===== src/rtl/vga_timing_pkg.sv =====
// rtl/vga_timing_pkg.sv - shared 640x480 raster constants, colour layout and sync polarity
package vga_timing_pkg;

    localparam int CNT_W = 10;

    localparam int DEF_H_ACTIVE = 640;
    localparam int DEF_H_FP     = 16;
    localparam int DEF_H_SYNC   = 96;
    localparam int DEF_H_BP     = 48;
    localparam int DEF_V_ACTIVE = 480;
    localparam int DEF_V_FP     = 10;
    localparam int DEF_V_SYNC   = 2;
    localparam int DEF_V_BP     = 33;

    localparam int DEF_H_TOTAL = DEF_H_ACTIVE + DEF_H_FP + DEF_H_SYNC + DEF_H_BP;
    localparam int DEF_V_TOTAL = DEF_V_ACTIVE + DEF_V_FP + DEF_V_SYNC + DEF_V_BP;

    localparam int COLOR_W = 12;
    localparam int CH_W    = 4;
    localparam int R_LSB   = 8;
    localparam int G_LSB   = 4;
    localparam int B_LSB   = 0;

    localparam logic SYNC_ACTIVE = 1'b0;

    // Delay-line bit order is {active, sync_h, sync_v}; idle means blank with syncs deasserted.
    localparam logic [2:0] DLY_RST = {1'b0, ~SYNC_ACTIVE, ~SYNC_ACTIVE};

    function automatic logic [CH_W-1:0] color_field(input logic [COLOR_W-1:0] c, input int lsb);
        return c[lsb +: CH_W];
    endfunction

    function automatic logic in_window(input logic [CNT_W-1:0] c, input int lo, input int hi);
        return (int'(c) >= lo) && (int'(c) < hi);
    endfunction

endpackage


===== src/rtl/sync_delay_line.sv =====
// rtl/sync_delay_line.sv - fixed-depth shift register with per-bit synchronous reset value
module sync_delay_line #(
    parameter int               DEPTH   = 2,
    parameter int               WIDTH   = 3,
    parameter logic [WIDTH-1:0] RST_VAL = '0
) (
    input  logic             clk,
    input  logic             rst,
    input  logic [WIDTH-1:0] din,
    output logic [WIDTH-1:0] dout
);

    logic [WIDTH-1:0] stages [DEPTH];

    always_ff @(posedge clk) begin
        if (rst) begin
            for (int i = 0; i < DEPTH; i++) begin
                stages[i] <= RST_VAL;
            end
        end else begin
            stages[0] <= din;
            for (int i = 1; i < DEPTH; i++) begin
                stages[i] <= stages[i-1];
            end
        end
    end

    assign dout = stages[DEPTH-1];

endmodule


===== src/rtl/vga_timing_gen.sv =====
// rtl/vga_timing_gen.sv - VGA raster counters, pixel request issue and aligned pin output stage
module vga_timing_gen
    import vga_timing_pkg::*;
#(
    parameter int H_ACTIVE = DEF_H_ACTIVE,
    parameter int H_FP     = DEF_H_FP,
    parameter int H_SYNC   = DEF_H_SYNC,
    parameter int H_BP     = DEF_H_BP,
    parameter int V_ACTIVE = DEF_V_ACTIVE,
    parameter int V_FP     = DEF_V_FP,
    parameter int V_SYNC   = DEF_V_SYNC,
    parameter int V_BP     = DEF_V_BP,
    parameter int PIPE_LAT = 2
) (
    input  logic               clk,
    input  logic               rst,
    input  logic [COLOR_W-1:0] color_in,
    output logic [CNT_W-1:0]   pixel_x,
    output logic [CNT_W-1:0]   pixel_y,
    output logic               pixel_req,
    output logic               frame_start,
    output logic               hsync,
    output logic               vsync,
    output logic [CH_W-1:0]    vga_r,
    output logic [CH_W-1:0]    vga_g,
    output logic [CH_W-1:0]    vga_b
);

    localparam int H_TOTAL  = H_ACTIVE + H_FP + H_SYNC + H_BP;
    localparam int V_TOTAL  = V_ACTIVE + V_FP + V_SYNC + V_BP;
    localparam int HS_START = H_ACTIVE + H_FP;
    localparam int HS_END   = HS_START + H_SYNC;
    localparam int VS_START = V_ACTIVE + V_FP;
    localparam int VS_END   = VS_START + V_SYNC;

    logic [CNT_W-1:0] h_cnt;
    logic [CNT_W-1:0] v_cnt;
    logic             sync_h;
    logic             sync_v;
    logic [2:0]       dly_out;
    logic             active_d;
    logic             sync_h_d;
    logic             sync_v_d;

    always_ff @(posedge clk) begin
        if (rst) begin
            h_cnt <= '0;
            v_cnt <= '0;
        end else if (h_cnt == CNT_W'(H_TOTAL - 1)) begin
            h_cnt <= '0;
            v_cnt <= (v_cnt == CNT_W'(V_TOTAL - 1)) ? '0 : v_cnt + 1'b1;
        end else begin
            h_cnt <= h_cnt + 1'b1;
        end
    end

    // Stage 0: everything the upstream fetch and the sync path need for this coordinate.
    always_ff @(posedge clk) begin
        if (rst) begin
            pixel_x     <= '0;
            pixel_y     <= '0;
            pixel_req   <= 1'b0;
            frame_start <= 1'b0;
            sync_h      <= ~SYNC_ACTIVE;
            sync_v      <= ~SYNC_ACTIVE;
        end else begin
            pixel_x     <= h_cnt;
            pixel_y     <= v_cnt;
            pixel_req   <= in_window(h_cnt, 0, H_ACTIVE) && in_window(v_cnt, 0, V_ACTIVE);
            frame_start <= (h_cnt == '0) && (v_cnt == '0);
            sync_h      <= in_window(h_cnt, HS_START, HS_END) ? SYNC_ACTIVE : ~SYNC_ACTIVE;
            sync_v      <= in_window(v_cnt, VS_START, VS_END) ? SYNC_ACTIVE : ~SYNC_ACTIVE;
        end
    end

    sync_delay_line #(
        .DEPTH   (PIPE_LAT),
        .WIDTH   (3),
        .RST_VAL (DLY_RST)
    ) u_sync_delay_line (
        .clk  (clk),
        .rst  (rst),
        .din  ({pixel_req, sync_h, sync_v}),
        .dout (dly_out)
    );

    assign active_d = dly_out[2];
    assign sync_h_d = dly_out[1];
    assign sync_v_d = dly_out[0];

    // Pin register: colour from upstream is trusted only while the delayed active flag is set.
    always_ff @(posedge clk) begin
        if (rst) begin
            vga_r <= '0;
            vga_g <= '0;
            vga_b <= '0;
            hsync <= ~SYNC_ACTIVE;
            vsync <= ~SYNC_ACTIVE;
        end else begin
            vga_r <= active_d ? color_field(color_in, R_LSB) : '0;
            vga_g <= active_d ? color_field(color_in, G_LSB) : '0;
            vga_b <= active_d ? color_field(color_in, B_LSB) : '0;
            hsync <= sync_h_d;
            vsync <= sync_v_d;
        end
    end

endmodule


===== config.mk =====
export PLATFORM = sky130hd
export DESIGN_NAME = vga_timing_gen
export DESIGN_NICKNAME = d
export VERILOG_FILES = /design/src/rtl/vga_timing_pkg.sv /design/src/rtl/sync_delay_line.sv /design/src/rtl/vga_timing_gen.sv
export SDC_FILE = /design/constraint.sdc
export NUM_CORES = 1
export LEC_CHECK = 0
export ABC_AREA = 1
export ABC_CLOCK_PERIOD_IN_PS = 2900
export BUFFER_PORTS_ARGS = -buffer_cell sky130_fd_sc_hd__buf_4
export CORE_MARGIN = 1
export CORE_UTILIZATION = 57
export DETAILED_ROUTE_END_ITERATION = 7
export PLACE_DENSITY_LB_ADDON = 0.25
export REMOVE_ABC_BUFFERS = 1
export SYNTH_ARGS = -nofsm -noshare
export SYNTH_HDL_FRONTEND = slang
export SYNTH_SLANG_ARGS = --single-unit

===== constraint.sdc =====
create_clock -name clk -period 2.9 [get_ports clk]
set_input_delay 0.435 -clock clk [delete_from_list [all_inputs] [get_ports clk]]
set_output_delay 0.435 -clock clk [all_outputs]
set_load 0.1 [all_outputs]

Word level (Yosys, flattened, before mapping)
Memory sizes are Yosys's and may differ from the RTL's.
Index checks and enable logic that the tools add are counted.
Storage, ports and cells
  bits in registers: 58
  bits in writable memories: 6
  input bits: 14
  output and inout bits: 36
  word-level logic and storage cells: 43
  memories: 1
Memories
  u_sync_delay_line.stages: words 2, bits a word 3, rd ports 2, clocked after memory_dff 0, wr ports 2, line sync_delay_line.sv:13  | logic [WIDTH-1:0] stages [DEPTH];
Cells by class
  add/subtract/negate cells: 2
  order comparisons: 6
  equal/unequal tests: 2
  mux-type cells: 8
  bitwise gates (word level): 3
  reductions and logical operators: 8
Operators with widths (count)
  10-bit by 1-bit adder with 10-bit output (second input constant): 2
  10-bit == test (second input constant): 2
  10-bit logical NOT: 2
  10-bit < comparator (second input constant): 2
  10-bit by 9-bit < comparator with 1-bit output (second input constant): 2
  10-bit >= comparator (second input constant): 1
  10-bit by 9-bit >= comparator with 1-bit output (second input constant): 1
  10-bit 2-to-1 mux: 1
  3-bit 2-to-1 mux: 2
  1-bit 2-to-1 mux: 5
  1-bit logical AND: 4
  2-bit OR reduction: 2
  1-bit bitwise OR: 2
  1-bit NOT: 1

Logic depth before layout (Yosys ltp)
  depth in word-level cells: 3
  mapped depth: 9
  depth with buffers taken out: 9

By module
Synthesis repeated with hierarchy kept, for this count alone.
Second synthesis, totals
  cell total of the unflattened synthesis: 303
  area total of the unflattened synthesis: 2381.0 um^2
By module, submodules not included
  vga_timing_gen: instances 1, cells an instance 281, area each 2189.6 um^2, seq. area each 1161.1 um^2
  sync_delay_line: instances 1, cells an instance 22, area each 191.4 um^2, seq. area each 120.1 um^2

Least setup slack after synthesis
OpenSTA, ideal clock, no wires.
  kind: reg2reg
  start point: register h_cnt[0]
  end point: register v_cnt[1]
  library setup time: 0.117 ns
  arrival: 1.255 ns
  data required time: 2.783 ns
  path slack: 1.528 ns
  cell stages (with the launch flop): 9
  path buffers: 0
  period minus slack after synthesis: 1.372 ns
  path through: dfxtp_1 > ha_1 > nand2_2 > nor2_2 > nand3_4 > nand2_8 > nand2_4 > clkinv_2 > nor2_1
On the way
  word-level cells in the longest chain between the ends: 1
RTL lines
  start: declaration: line vga_timing_gen.sv:36  | logic [CNT_W-1:0] h_cnt;
  start signal: assignment: line vga_timing_gen.sv:53  | h_cnt <= h_cnt + 1'b1;
  10-bit == test: line vga_timing_gen.sv:49  | end else if (h_cnt == CNT_W'(H_TOTAL - 1)) begin
  end signal: assignment: line vga_timing_gen.sv:51  | v_cnt <= (v_cnt == CNT_W'(V_TOTAL - 1)) ? '0 : v_cnt + 1'b1;
  end: declaration: line vga_timing_gen.sv:37  | logic [CNT_W-1:0] v_cnt;
No other way between the ends.
A chain may end at the register's enable or synchronous reset.

Worst setup path in the final report
  start point: register h_cnt[0]
  end point: register v_cnt[7]
The elaborated chain is that of the path after synthesis.

==> impl_metrics.env <==
export IMPL_detail_route_antenna_nets=0
export IMPL_cp_end_kind="flip-flop"
export IMPL_gr_total_overflow=0
export IMPL_crit_required_ns=3.12
export IMPL_dp_cells=378
export IMPL_synth_area_um2=2320
export IMPL_yosysSeqAreaShare=0.553
export IMPL_rows=22
export IMPL_grt_max_degree=31
export IMPL_ys_types=26
export IMPL_vias=1923
export IMPL_setup_slack_ns=1.20
export IMPL_viasPerCell=4.93
export IMPL_yosys_area_top_type="dfxtp_1"
export IMPL_post_place_ws_ns=1.24
export IMPL_ctsRootBufferMaster="clkbuf_8"
export IMPL_stdcell_count=390
export IMPL_worstHoldPathType="input port to flip-flop"
export IMPL_holdWs_ns=0.322
export IMPL_cts_max_path_buffers=2
export IMPL_p_per_area_nw_per_um2=564
export IMPL_io_buffers=49
export IMPL_clock_latency_ns=0.33
export IMPL_start_util=0.615
export IMPL_fp_coreArea_um2=3770
export IMPL_max_freq_mhz=588
export IMPL_post_cts_setup_buffers=0
export IMPL_drt_first_pass_iters=5
export IMPL_antenna_found_initial=0
export IMPL_cts_made_buffers=9
export IMPL_antenna_cells=0
export IMPL_rsz0062_at_grt="no"
export IMPL_yosysWarnings=0
export IMPL_fin_crit_sh=0.586
export IMPL_syn_avg_cell_area_um2=8.11
export IMPL_numClockSinks=64
export IMPL_routed_wl_um=4460
export IMPL_htreeDepth=3
export IMPL_first_global_vias=1785
export IMPL_crit_fanout=11
export IMPL_place_congestion=0.816
export IMPL_place_hpwl_um=3030
export IMPL_num_io_pins=50
export IMPL_setup_viol=0
export IMPL_die_w_um=65.8
export IMPL_p_leak_uw=0.00137
export IMPL_cts_resized_gates=0
export IMPL_dieHeight_um=65.8
export IMPL_detail_route_wl_per_cell_um=11.4
export IMPL_maxCapViolCount=0
export IMPL_ctsHoldBuffers=0
export IMPL_slew_headroom=0.723
export IMPL_drc=0
export IMPL_clkSlewWorstSetupHoldPaths_ns=0.06
export IMPL_crit_path_start_kind="flip-flop"
export IMPL_cts_tree="built"
export IMPL_critPathKind="flip-flop to flip-flop"
export IMPL_postSynthCellCount=286
export IMPL_fin_crit_ns=1.70
export IMPL_status="completed"
export IMPL_irDropWorstVdd_v=0.000353
export IMPL_tightest_slew_ns=0.415
export IMPL_skew_ns=0.00432
export IMPL_drt_iter0_drc=95
export IMPL_finalHoldViolations=0
export IMPL_fin_setup_tns_ns=0
export IMPL_slew_viol_final=0
export IMPL_drive_gt1_frac=0.228
export IMPL_synth_top_area_frac=0.553
export IMPL_grt_pass1_wl_um=7280
export IMPL_fin_nets=359
export IMPL_synth_top_cells_by_area="dfxtp_1 55%, nor2_1 10%, inv_1 7.8%"
export IMPL_critPathArrivalTime_ns=1.92
export IMPL_ys_seq_elements=64
export IMPL_dieArea_um2=4330
export IMPL_area_growth_pct=23.7
export IMPL_grt_usage=0.228
## registers in the layout, indices dropped and copies added, names as in the netlist
signal and cells:
vga_r 4, vsync 1, frame_start 1, hsync 1, sync_h 1, pixel_y 10, vga_g 4, h_cnt 10
pixel_req 1, sync_v 1, v_cnt 10, vga_b 4, pixel_x 10, u_sync_delay_line.stages 6
## stage by stage
stage / util / power (uW) / cell area (um^2)
finish: 0.760 / 1620 / 2870
global route: 0.760 / 1670 / 2870
CTS: 0.760 / 1630 / 2870
detailed placement: 0.721 / 1030 / 2720
global placement: 0.721 / 1030 / 2720
floorplan: - / 995 / 2290
## cell type report
class	count	area, um^2
Clock buffer	10	138
Clock inverter	2	10.0
Fill cell	280	903
Inverter	49	185
Multi-Input combinational cell	168	826
Sequential cell	64	1280
Tap cell	48	60.1
Timing Repair Buffer	49	368
## report_power, final
part,switching (uW),leakage [uW],total (uW),internal (uW)
Sequential,6.92,0.000518,898,891
Combinational,83.8,0.000773,116,32.2
Clock,292,0.0000797,602,311
## routing by layer
| layer | track usage | vias to the layer above | wire, um |
|---|---|---|---|
| li1 | - | 979 | - |
| met1 | 0.259 | 850 | 1970 |
| met2 | 0.385 | 85 | 2040 |
| met3 | 0.0500 | 9 | 372 |
| met4 | 0.144 | 0 | 84 |
| met5 | 0 | - | 0 |
## final timing paths
| path | startpoint | to | slack (ns) | cells past startpoint |
|---|---|---|---|---|
| hold reg to reg | u_sync_delay_line.stages[0][3] | vsync | 0.41 | 1 |
| hold / removal | color_in[1] | vga_b[1] | 0.32 | 3 |
| setup / recovery | h_cnt[0] | v_cnt[7] | 1.20 | 8 |
| setup reg to reg | h_cnt[0] | v_cnt[7] | 1.20 | 8 |
## critical path, stage by stage (launching register included)
cell and delay [ns]:
dfxtp_1 0.40, ha_1 0.21, nand2_2 0.10, nor2_4 0.17, nand2_1 0.08, nor2_2 0.34
nand2_1 0.13, nor2_1 0.12, nor2_1 0.05
## kinds of logic (layout without fill, tap and decap cells)
family                   Yosys count  after routing  share of synthesized area
XOR/XNOR                           2              2                    0.00756
adder cells (fa/ha/maj)            4              4                     0.0216
flip-flops                        64             64                      0.553
AO/OA/AOI/OAI                     12             12                     0.0297
buffers and inverters             54            110                     0.0912
AND/OR/NAND/NOR                  150            150                      0.297
## synthesized netlist by cell type
master     number
nor2_1         64
or2_2           7
nor2_4          1
o31ai_1         1
clkinv_2        1
nor2_2          4
nand2_4         1
inv_1          48
nand3_4         1
nand2_1        43
xor2_1          2
ha_1            4
nor3b_1         2
buf_6           1
nand2_2         1
nor4_1          2
a21oi_1         7
clkbuf_1        4
o21a_1          1
o21ai_0         2
dfxtp_1        64
nand2_8         1
nor3_1          2
nand4_1         8
nand3_1        13
o2111ai_1       1
## cell usage in the layout, fill, tap and decap left out
cell,synthesis,routed
nor4_1,2,2
xor2_1,2,2
o2111ai_1,1,1
nand3_4,1,1
o31ai_1,1,1
clkinv_2,1,3
nor3b_1,2,2
nor2_1,64,64
dfxtp_1,64,64
nand2_1,43,43
nand4_1,8,8
buf_4,0,49
o21ai_0,2,2
nand2_8,1,1
ha_1,4,4
nor2_2,4,4
nand3_1,13,13
nor2_4,1,1
nand2_4,1,1
a21oi_1,7,7
clkbuf_8,0,10
o21a_1,1,1
nor3_1,2,2
nand2_2,1,1
inv_1,48,48
or2_2,7,7
No activity file was read; power rests on OpenSTA's default activity.
